$ cat src/rtl/ctr_seq_encoder_pkg.sv
// Shared types and default command codes for the ctr line encoder.
package ctr_pkg;

  typedef enum logic [1:0] {
    IDLE  = 2'd0,
    SHIFT = 2'd1,
    GAP   = 2'd2
  } state_e;

  typedef enum logic [1:0] {
    CMD_RES = 2'd0,
    CMD_TBM = 2'd1,
    CMD_TRG = 2'd2,
    CMD_CAL = 2'd3
  } cmd_e;

  localparam int         DEF_SYM_LEN  = 3;
  localparam logic [2:0] DEF_CODE_CAL = 3'b100;
  localparam logic [2:0] DEF_CODE_TRG = 3'b110;
  localparam logic [2:0] DEF_CODE_RES = 3'b111;
  localparam logic [2:0] DEF_CODE_TBM = 3'b101;

endpackage

$ cat src/rtl/ctr_seq_encoder_if.sv
// Request/status bundle between the command source and the ctr encoder.
interface ctr_seq_encoder_if #(
  parameter int CNT_W = 16
);
  logic             sync;
  logic             cal;
  logic             trg;
  logic             res_roc;
  logic             res_tbm;
  logic             res_req;
  logic             nmr_req;
  logic             trg_veto;
  logic             res_veto;
  logic             drop_clr;
  logic             running;
  logic             ctr_out;
  logic             trg_out;
  logic             res_out;
  logic [7:0]       trg_pending;
  logic [CNT_W-1:0] trg_drop_cnt;

  modport master (
    output sync, cal, trg, res_roc, res_tbm, res_req, nmr_req,
           trg_veto, res_veto, drop_clr,
    input  running, ctr_out, trg_out, res_out, trg_pending, trg_drop_cnt
  );

  modport slave (
    input  sync, cal, trg, res_roc, res_tbm, res_req, nmr_req,
           trg_veto, res_veto, drop_clr,
    output running, ctr_out, trg_out, res_out, trg_pending, trg_drop_cnt
  );
endinterface

$ cat src/rtl/ctr_seq_encoder_sym_shifter.sv
// MSB-first symbol shifter with bit counter. Zeros shift in, so the line
// returns to 0 by itself once a symbol has been fully sent.
module ctr_sym_shifter #(
  parameter int SYM_LEN = 3
) (
  input  logic               clk,
  input  logic               reset_n,
  input  logic               en,
  input  logic               load,
  input  logic               shift,
  input  logic [SYM_LEN-1:0] code,
  output logic               msb,
  output logic               last
);
  localparam int CW = $clog2(SYM_LEN + 1);

  logic [SYM_LEN-1:0] sreg_q;
  logic [CW-1:0]      cnt_q;

  // load wins over shift so a new symbol can start on the final bit tick
  always_ff @(posedge clk or negedge reset_n) begin
    if (!reset_n) begin
      sreg_q <= '0;
      cnt_q  <= '0;
    end else if (en) begin
      if (load) begin
        sreg_q <= code;
        cnt_q  <= '0;
      end else if (shift) begin
        sreg_q <= sreg_q << 1;
        cnt_q  <= cnt_q + CW'(1);
      end
    end
  end

  assign msb  = sreg_q[SYM_LEN-1];
  assign last = (cnt_q == CW'(SYM_LEN - 1));

endmodule

$ cat src/rtl/ctr_seq_encoder.sv
// Serial cal/trg/res command encoder for the ctr line: request capture,
// trigger queue with drop counter, priority dispatch and symbol FSM.
module ctr_seq_encoder
  import ctr_pkg::*;
#(
  parameter int                 SYM_LEN   = DEF_SYM_LEN,
  parameter logic [SYM_LEN-1:0] CODE_CAL  = DEF_CODE_CAL,
  parameter logic [SYM_LEN-1:0] CODE_TRG  = DEF_CODE_TRG,
  parameter logic [SYM_LEN-1:0] CODE_RES  = DEF_CODE_RES,
  parameter logic [SYM_LEN-1:0] CODE_TBM  = DEF_CODE_TBM,
  parameter int                 GAP_LEN   = 0,
  parameter int                 TRG_DEPTH = 4,
  parameter int                 CNT_W     = 16
) (
  input logic               clk,
  input logic               reset_n,
  ctr_seq_encoder_if.slave  bus
);
  localparam logic [7:0] GAP_LAST = 8'((GAP_LEN > 0) ? GAP_LEN - 1 : 0);
  localparam logic [7:0] DEPTH    = 8'(TRG_DEPTH);

  logic             cal_p, tbm_p, res_p, rreq_p, nmr_p;
  logic [7:0]       pend_q;
  logic [CNT_W-1:0] drop_q;
  state_e           state_q, state_d;
  logic [7:0]       gap_q, gap_d;
  logic             run_q, trg_o_q, res_o_q;

  logic             res_eff, tbm_eff, trg_eff, cal_eff, any_eff;
  cmd_e             sel;
  logic [SYM_LEN-1:0] code_sel;
  logic             sym_last, sym_bit, free, dispatch;
  logic             clr_res, clr_tbm, clr_trg, clr_cal;
  logic             trg_acc, trg_inc, trg_ovf;

  // effective requests and priority pick (RES > TBM > TRG > CAL)
  always_comb begin
    res_eff  = nmr_p | ((res_p | rreq_p) & ~bus.res_veto);
    tbm_eff  = tbm_p & ~bus.res_veto;
    trg_eff  = (pend_q != 8'd0);
    cal_eff  = cal_p;
    any_eff  = res_eff | tbm_eff | trg_eff | cal_eff;
    sel      = CMD_CAL;
    code_sel = CODE_CAL;
    if (res_eff) begin
      sel      = CMD_RES;
      code_sel = CODE_RES;
    end else if (tbm_eff) begin
      sel      = CMD_TBM;
      code_sel = CODE_TBM;
    end else if (trg_eff) begin
      sel      = CMD_TRG;
      code_sel = CODE_TRG;
    end
  end

  // next state; "free" marks ticks where a new symbol may start, including
  // the tick that ends a symbol (no gap) or ends the gap
  always_comb begin
    state_d  = state_q;
    gap_d    = gap_q;
    dispatch = 1'b0;
    free     = 1'b0;
    case (state_q)
      SHIFT: begin
        if (sym_last) begin
          gap_d = 8'd0;
          if (GAP_LEN > 0) begin
            state_d = GAP;
          end else begin
            state_d = IDLE;
            free    = 1'b1;
          end
        end
      end
      GAP: begin
        if (gap_q == GAP_LAST) begin
          state_d = IDLE;
          free    = 1'b1;
        end else begin
          gap_d = gap_q + 8'd1;
        end
      end
      default: begin
        state_d = IDLE;
        free    = 1'b1;
      end
    endcase
    if (free && any_eff) begin
      dispatch = 1'b1;
      state_d  = SHIFT;
    end
  end

  assign clr_res = dispatch && (sel == CMD_RES);
  assign clr_tbm = dispatch && (sel == CMD_TBM);
  assign clr_trg = dispatch && (sel == CMD_TRG);
  assign clr_cal = dispatch && (sel == CMD_CAL);
  assign trg_acc = bus.trg & ~bus.trg_veto;
  assign trg_inc = trg_acc && (pend_q < DEPTH);
  assign trg_ovf = trg_acc && (pend_q >= DEPTH);

  // request flags; a new capture overrides a same-tick dispatch clear
  always_ff @(posedge clk or negedge reset_n) begin
    if (!reset_n) begin
      cal_p  <= 1'b0;
      tbm_p  <= 1'b0;
      res_p  <= 1'b0;
      rreq_p <= 1'b0;
      nmr_p  <= 1'b0;
    end else if (bus.sync) begin
      cal_p  <= bus.cal | (cal_p & ~clr_cal);
      tbm_p  <= (bus.res_tbm & ~bus.res_veto) | (tbm_p & ~clr_tbm);
      res_p  <= (bus.res_roc & ~bus.res_veto) | (res_p & ~clr_res);
      rreq_p <= bus.res_req | (rreq_p & ~clr_res);
      nmr_p  <= bus.nmr_req | (nmr_p & ~clr_res);
    end
  end

  // trigger queue depth; capture and dispatch on one tick cancel out
  always_ff @(posedge clk or negedge reset_n) begin
    if (!reset_n)
      pend_q <= 8'd0;
    else if (bus.sync)
      pend_q <= pend_q + 8'(trg_inc) - 8'(clr_trg);
  end

  // saturating overflow counter; clear acts every clk and beats an overflow
  always_ff @(posedge clk or negedge reset_n) begin
    if (!reset_n)
      drop_q <= '0;
    else if (bus.drop_clr)
      drop_q <= '0;
    else if (bus.sync && trg_ovf && (drop_q != {CNT_W{1'b1}}))
      drop_q <= drop_q + CNT_W'(1);
  end

  // FSM state and registered status outputs
  always_ff @(posedge clk or negedge reset_n) begin
    if (!reset_n) begin
      state_q <= IDLE;
      gap_q   <= 8'd0;
      run_q   <= 1'b0;
      trg_o_q <= 1'b0;
      res_o_q <= 1'b0;
    end else if (bus.sync) begin
      state_q <= state_d;
      gap_q   <= gap_d;
      run_q   <= (state_d == SHIFT);
      trg_o_q <= clr_trg;
      res_o_q <= clr_res;
    end
  end

  ctr_sym_shifter #(.SYM_LEN(SYM_LEN)) u_shifter (
    .clk     (clk),
    .reset_n (reset_n),
    .en      (bus.sync),
    .load    (dispatch),
    .shift   (state_q == SHIFT),
    .code    (code_sel),
    .msb     (sym_bit),
    .last    (sym_last)
  );

  assign bus.ctr_out      = sym_bit;
  assign bus.running      = run_q;
  assign bus.trg_out      = trg_o_q;
  assign bus.res_out      = res_o_q;
  assign bus.trg_pending  = pend_q;
  assign bus.trg_drop_cnt = drop_q;

endmodule

$ cat src/flat_wrapper.sv
// flat-port wrapper written by rule: the top's interface ports become plain ports
module ctr_seq_encoder_flat import ctr_pkg::*;
#(
  parameter int                 SYM_LEN   = DEF_SYM_LEN,
  parameter logic [SYM_LEN-1:0] CODE_CAL  = DEF_CODE_CAL,
  parameter logic [SYM_LEN-1:0] CODE_TRG  = DEF_CODE_TRG,
  parameter logic [SYM_LEN-1:0] CODE_RES  = DEF_CODE_RES,
  parameter logic [SYM_LEN-1:0] CODE_TBM  = DEF_CODE_TBM,
  parameter int                 GAP_LEN   = 0,
  parameter int                 TRG_DEPTH = 4,
  parameter int                 CNT_W     = 16
)
  (clk, reset_n, bus_sync, bus_cal, bus_trg, bus_res_roc, bus_res_tbm, bus_res_req, bus_nmr_req, bus_trg_veto, bus_res_veto, bus_drop_clr, bus_running, bus_ctr_out, bus_trg_out, bus_res_out, bus_trg_pending, bus_trg_drop_cnt);
  ctr_seq_encoder_if #(.CNT_W(CNT_W)) bus_i ();
  input logic clk;
  input logic reset_n;
  input wire logic [$bits(bus_i.sync)-1:0] bus_sync;
  input wire logic [$bits(bus_i.cal)-1:0] bus_cal;
  input wire logic [$bits(bus_i.trg)-1:0] bus_trg;
  input wire logic [$bits(bus_i.res_roc)-1:0] bus_res_roc;
  input wire logic [$bits(bus_i.res_tbm)-1:0] bus_res_tbm;
  input wire logic [$bits(bus_i.res_req)-1:0] bus_res_req;
  input wire logic [$bits(bus_i.nmr_req)-1:0] bus_nmr_req;
  input wire logic [$bits(bus_i.trg_veto)-1:0] bus_trg_veto;
  input wire logic [$bits(bus_i.res_veto)-1:0] bus_res_veto;
  input wire logic [$bits(bus_i.drop_clr)-1:0] bus_drop_clr;
  output wire logic [$bits(bus_i.running)-1:0] bus_running;
  output wire logic [$bits(bus_i.ctr_out)-1:0] bus_ctr_out;
  output wire logic [$bits(bus_i.trg_out)-1:0] bus_trg_out;
  output wire logic [$bits(bus_i.res_out)-1:0] bus_res_out;
  output wire logic [$bits(bus_i.trg_pending)-1:0] bus_trg_pending;
  output wire logic [$bits(bus_i.trg_drop_cnt)-1:0] bus_trg_drop_cnt;
  assign bus_i.sync = bus_sync;
  assign bus_i.cal = bus_cal;
  assign bus_i.trg = bus_trg;
  assign bus_i.res_roc = bus_res_roc;
  assign bus_i.res_tbm = bus_res_tbm;
  assign bus_i.res_req = bus_res_req;
  assign bus_i.nmr_req = bus_nmr_req;
  assign bus_i.trg_veto = bus_trg_veto;
  assign bus_i.res_veto = bus_res_veto;
  assign bus_i.drop_clr = bus_drop_clr;
  assign bus_running = bus_i.running;
  assign bus_ctr_out = bus_i.ctr_out;
  assign bus_trg_out = bus_i.trg_out;
  assign bus_res_out = bus_i.res_out;
  assign bus_trg_pending = bus_i.trg_pending;
  assign bus_trg_drop_cnt = bus_i.trg_drop_cnt;
  ctr_seq_encoder #(.SYM_LEN(SYM_LEN), .CODE_CAL(CODE_CAL), .CODE_TRG(CODE_TRG), .CODE_RES(CODE_RES), .CODE_TBM(CODE_TBM), .GAP_LEN(GAP_LEN), .TRG_DEPTH(TRG_DEPTH), .CNT_W(CNT_W)) u_core (.clk(clk), .reset_n(reset_n), .bus(bus_i));
endmodule
$ cat config.mk
export PLATFORM = sky130hd
export DESIGN_NAME = ctr_seq_encoder_flat
export DESIGN_NICKNAME = d
export VERILOG_FILES = /design/src/rtl/ctr_seq_encoder_pkg.sv /design/src/rtl/ctr_seq_encoder_if.sv /design/src/rtl/ctr_seq_encoder_sym_shifter.sv /design/src/rtl/ctr_seq_encoder.sv /design/src/flat_wrapper.sv
export SDC_FILE = /design/constraint.sdc
export NUM_CORES = 1
export LEC_CHECK = 0
export BUFFER_PORTS_ARGS = -buffer_cell sky130_fd_sc_hd__buf_2
export CAP_MARGIN = 10
export CELL_PAD_IN_SITES_DETAIL_PLACEMENT = 1
export CELL_PAD_IN_SITES_GLOBAL_PLACEMENT = 1
export CORE_ASPECT_RATIO = 0.75
export CORE_MARGIN = 2
export CORE_UTILIZATION = 49
export CTS_BUF_LIST = sky130_fd_sc_hd__clkbuf_2 sky130_fd_sc_hd__clkbuf_4 sky130_fd_sc_hd__clkbuf_8
export CTS_CLUSTER_DIAMETER = 120
export CTS_CLUSTER_SIZE = 25
export DETAILED_ROUTE_END_ITERATION = 10
export PLACE_DENSITY = 0.95
export SLEW_MARGIN = 20
export SYNTH_ARGS = -nofsm -noshare
export SYNTH_HDL_FRONTEND = slang
export SYNTH_HIERARCHICAL = 1
export SYNTH_SLANG_ARGS = --single-unit
$ cat constraint.sdc
create_clock -name clk -period 7.9 [get_ports clk]
set_input_delay 0.395 -clock clk [delete_from_list [all_inputs] [get_ports clk]]
set_output_delay 0.395 -clock clk [all_outputs]
set_load 0.02 [all_outputs]
==> summary.txt <==
Total number of H-tree levels - 2
Crit path buf inv count - 3
Slew Limit Headroom - 50.5%
Critical-path cell with the highest stage delay - sky130_fd_sc_hd__or4b_4
Cell leakage power - 1.57 nW
Clock latency on the worst-skew pair - 0.31 ns
Design area - 3180 sq um
Number of antenna violations at the first check in global routing - 0
Worst hold path class - in -> async
Fraction of final layout cells sized beyond drive strength 1 - 16.6%
Remaining routing DRC violations - 0
Pin count of the biggest net entering global routing - 48
Most frequent cells in the layout - sky130_fd_sc_hd__dfrtp_1, sky130_fd_sc_hd__buf_2, sky130_fd_sc_hd__nor2_1, sky130_fd_sc_hd__nand2_1, sky130_fd_sc_hd__inv_1
Worst reg2reg setup slack - 3.91 ns
Largest incremental delay on the critical path - 0.47 ns
Area of the mapped netlist - 2840 sq um
Critical Path Start Type - flop
Critical register-to-register path endpoint - u_core/bus.trg_pending[6]$_DFFE_PN0P_
Worst Path Required - 8.15 ns
Wire length per cell - 17.5 um
Tmin final - 3.99 ns
Starting density of the core - 51.9%
Crit path max-delay family - simple AND/OR/NAND/NOR gates
Pwr Density - 314 nW/um^2
Area taken by flip-flops and latches - 1180 sq um
Final setup viols - 0
Slew of the pin with the lowest slew margin - 0.743 ns
Wire length of the first global-routing pass - 12500 um
Global route overflow - 0
Sinks on Clock Net - 47
Average size of a mapped cell - 9.30 sq um
Number of inserted filler cells in the final layout - 668
Status - finished, final reports clean
Global-route usage over all layers - 24.3%
R2r startpoint - u_core/gap_q[0]$_DFFE_PN0P_
Period utilisation layout - 50.6%
WS Path Type - reg -> reg
Unrepaired setup endpoints after global routing - false
Distinct cell type count of the synthesized netlist - 55
Net switching fraction of the power - 43.8%
Crit path capture - u_core/bus.trg_pending[6]$_DFFE_PN0P_
CTS hold repair buffers - 0
Net count, final - 375
Fraction of registers with async set or reset after synthesis - 100%
Max Clock Freq - 250 MHz
Clock tree from TritonCTS - built
Cell accounting for the most synthesized area - sky130_fd_sc_hd__dfrtp_1
Main flop type after synthesis - sky130_fd_sc_hd__dfrtp_1
Port buffer count - 39
HPWL after detailed placement - 5390 um
Critical-path cell list - inv_1 > ha_1 > or4b_4 > nor2_1 > a21boi_1 > nor2_1 > and2_2 > ha_1 > inv_1 > ha_1 > inv_1 > fa_1 > nand2b_1 > a21oi_1 > o21a_1 > nor2_1 > or4_1 > nand3_1
Power share of the combinational group - 49.7%
Detailed-routing iteration count for the pre-antenna-repair pass - 4
Area used by multi-input combinational logic - 1530 sq um
Standard-cell rows - 23
Crit. Startpoint - u_core/gap_q[0]$_DFFE_PN0P_
Peak VDD IR - 0.000259 V
#FFs+latches synth - 47
Syn Inst Count - 305
Final GP Congestion - 0.820
Area share of the leading cell type in the synthesized netlist - 41.4%
Post-synth EDFFs - 0
Post-Synthesis Net Count - 337
Share of power burned in registers - 34.3%
Count of yosys warnings during synthesis - 6
Clock-pin slew on the worst setup and hold paths - 0.10 ns
Vias per cell - 5.67
Inserted Clock Buffers - 5
Total die area - 6420 sq um
Crit-path max FO - 5
Worst Path Arrival - 4.25 ns
Wire length reported by the detailed router - 7330 um
Number of cells on the worst reg-to-reg path - 18
Critical Path End Type - flop
Width of the die - 91.9 um
Seq/Total Area, Yosys - 41.4%
Summed negative setup slack over all endpoints - 0 ns
Max-Cap Viols - 0
Cell at the root of the clock tree - sky130_fd_sc_hd__clkbuf_8
Instance area after placement - 3080 sq um
Hold Vio Cnt, Final - 0
Max-slew violation count - 0
Violation count after the first detailed-routing iteration - 113
Clock network power share - 16.0%
Clock buffer depth - 2
Number of routed nets with antenna violations - 0
Most common cell after layout, fill and taps aside - sky130_fd_sc_hd__dfrtp_1
Total I/O pin count - 40
Critical path depth in cells - 18
Synth area leaders - sky130_fd_sc_hd__dfrtp_1, sky130_fd_sc_hd__ha_1, sky130_fd_sc_hd__nor2_1
Area Growth Syn to Fin - 12.2%
Pint - 0.000562 W
Via Count - 2376
Total of cells resized after clock tree synthesis - 0
CORE AREA - 5470 sq um
N_diodes - 0
Post-CTS setup repair buffer count - 0
Worst slack on hold paths - 0.0786 ns
Vias in the first global route - 2460
Net switching power - 0.000438 W
Height of the die - 69.9 um
Worst setup skew after layout - 0.0188 ns
## metal layers
layer | track usage, % | up-vias | routed length (um)
met2 | 40.9 | 33 | 3570
met5 | 0 | - | 0
met3 | 3.99 | 7 | 192
li1 | - | 1139 | -
met4 | 4.98 | 0 | 66
met1 | 33.3 | 1197 | 3510
## cells in the mapped netlist, types with 2 or more instances
master                     number
sky130_fd_sc_hd__a22o_1         3
sky130_fd_sc_hd__and3_1         9
sky130_fd_sc_hd__nand3b_1       3
sky130_fd_sc_hd__xnor2_1        5
sky130_fd_sc_hd__nand3_1       16
sky130_fd_sc_hd__xor2_1        15
sky130_fd_sc_hd__nand2_1       29
sky130_fd_sc_hd__a31oi_1        4
sky130_fd_sc_hd__nand2b_1       5
sky130_fd_sc_hd__dfrtp_1       47
sky130_fd_sc_hd__nand4_1        8
sky130_fd_sc_hd__mux2_2         2
sky130_fd_sc_hd__nor3_1         2
sky130_fd_sc_hd__or3_1          2
sky130_fd_sc_hd__inv_1         23
sky130_fd_sc_hd__o21a_1         3
sky130_fd_sc_hd__o21bai_1       2
sky130_fd_sc_hd__clkbuf_1       3
sky130_fd_sc_hd__ha_1          19
sky130_fd_sc_hd__buf_2          2
sky130_fd_sc_hd__o22ai_1        3
sky130_fd_sc_hd__or4_1          2
sky130_fd_sc_hd__and4_1         4
sky130_fd_sc_hd__o21ai_0        9
sky130_fd_sc_hd__a32oi_1        3
sky130_fd_sc_hd__nor2_1        37
sky130_fd_sc_hd__a21oi_1       12
sky130_fd_sc_hd__o31ai_1        4
sky130_fd_sc_hd__nor2b_1        3
## how the worst min path moves through the flow
stage,from,slack [ns],depth (start not counted),to
6_report,reset_n,0.08,1,u_core/nmr_p$_DFFE_PN0P_
5_1_grt,reset_n,0.13,1,u_core/bus.trg_drop_cnt[15]$_DFFE_PN0P_
4_1_cts,bus_res_req,0.28,3,u_core/rreq_p$_DFFE_PN0P_
3_5_place_dp,u_core/u_shifter/sreg_q[2]$_DFFE_PN0P_,0.49,2,u_core/u_shifter/sreg_q[2]$_DFFE_PN0P_
3_3_place_gp,u_core/u_shifter/sreg_q[0]$_DFFE_PN0P_,0.48,1,u_core/u_shifter/sreg_q[0]$_DFFE_PN0P_
2_1_floorplan,reset_n,0.1,0,u_core/bus.res_out$_DFFE_PN0P_
## per-stage QoR
stage	std cells	power [W]	worst slack, ns	utilization [%]
CTS	419	0.00100	3.88	58.2
floorplan	305	0.000686	4.39	-
finish	419	0.00100	3.91	58.2
detailed placement	411	0.000834	3.93	56.4
global placement	411	0.000792	4.22	56.4
global route	419	0.00107	3.62	58.2
## layout make-up
cell class / count / area share [%]
Multi-Input combinational cell: 227 / 48.1
Sequential cell: 47 / 36.9
Timing Repair Buffer: 39 / 6.21
Tap cell: 75 / 2.95
Inverter: 23 / 2.71
Clock buffer: 6 / 2.59
Clock inverter: 2 / 0.511
## state kept, by name, indices dropped and copies added (netlist names)
| name | cells |
|---|---|
| u_core/tbm_p | 1 |
| u_core/res_p | 1 |
| u_core/gap_q | 8 |
| u_core/bus.running | 1 |
| u_core/u_shifter/sreg_q | 3 |
| u_core/bus.trg_pending | 8 |
| u_core/bus.trg_drop_cnt | 16 |
| u_core/u_shifter/cnt_q | 2 |
| u_core/cal_eff | 1 |
| u_core/rreq_p | 1 |
| u_core/nmr_p | 1 |
| u_core/bus.res_out | 1 |
| u_core/bus.trg_out | 1 |
| u_core/state_q | 2 |
## cells by family after synthesis
logic type	after synthesis	share of synthesized area, %
AND/OR/NAND/NOR	130	24.1
AO/OA/AOI/OAI	53	13.4
buffers and inverters	31	4.59
XOR/XNOR	20	6.17
other	1	0.132
multiplexers	3	1.15
flip-flops	47	41.4
adder cells (fa/ha/maj)	20	9.08
## power groups by stage
stage          clock network, W  registers [W]  logic [W]
6_report               0.000160       0.000343   0.000496
5_1_grt                0.000175       0.000351   0.000547
4_1_cts                0.000166       0.000343   0.000493
3_5_place_dp                  0       0.000345   0.000488
3_3_place_gp                  0       0.000342   0.000449
2_1_floorplan                 0       0.000372   0.000313
Note: power is estimated with default switching activity, not from simulation.
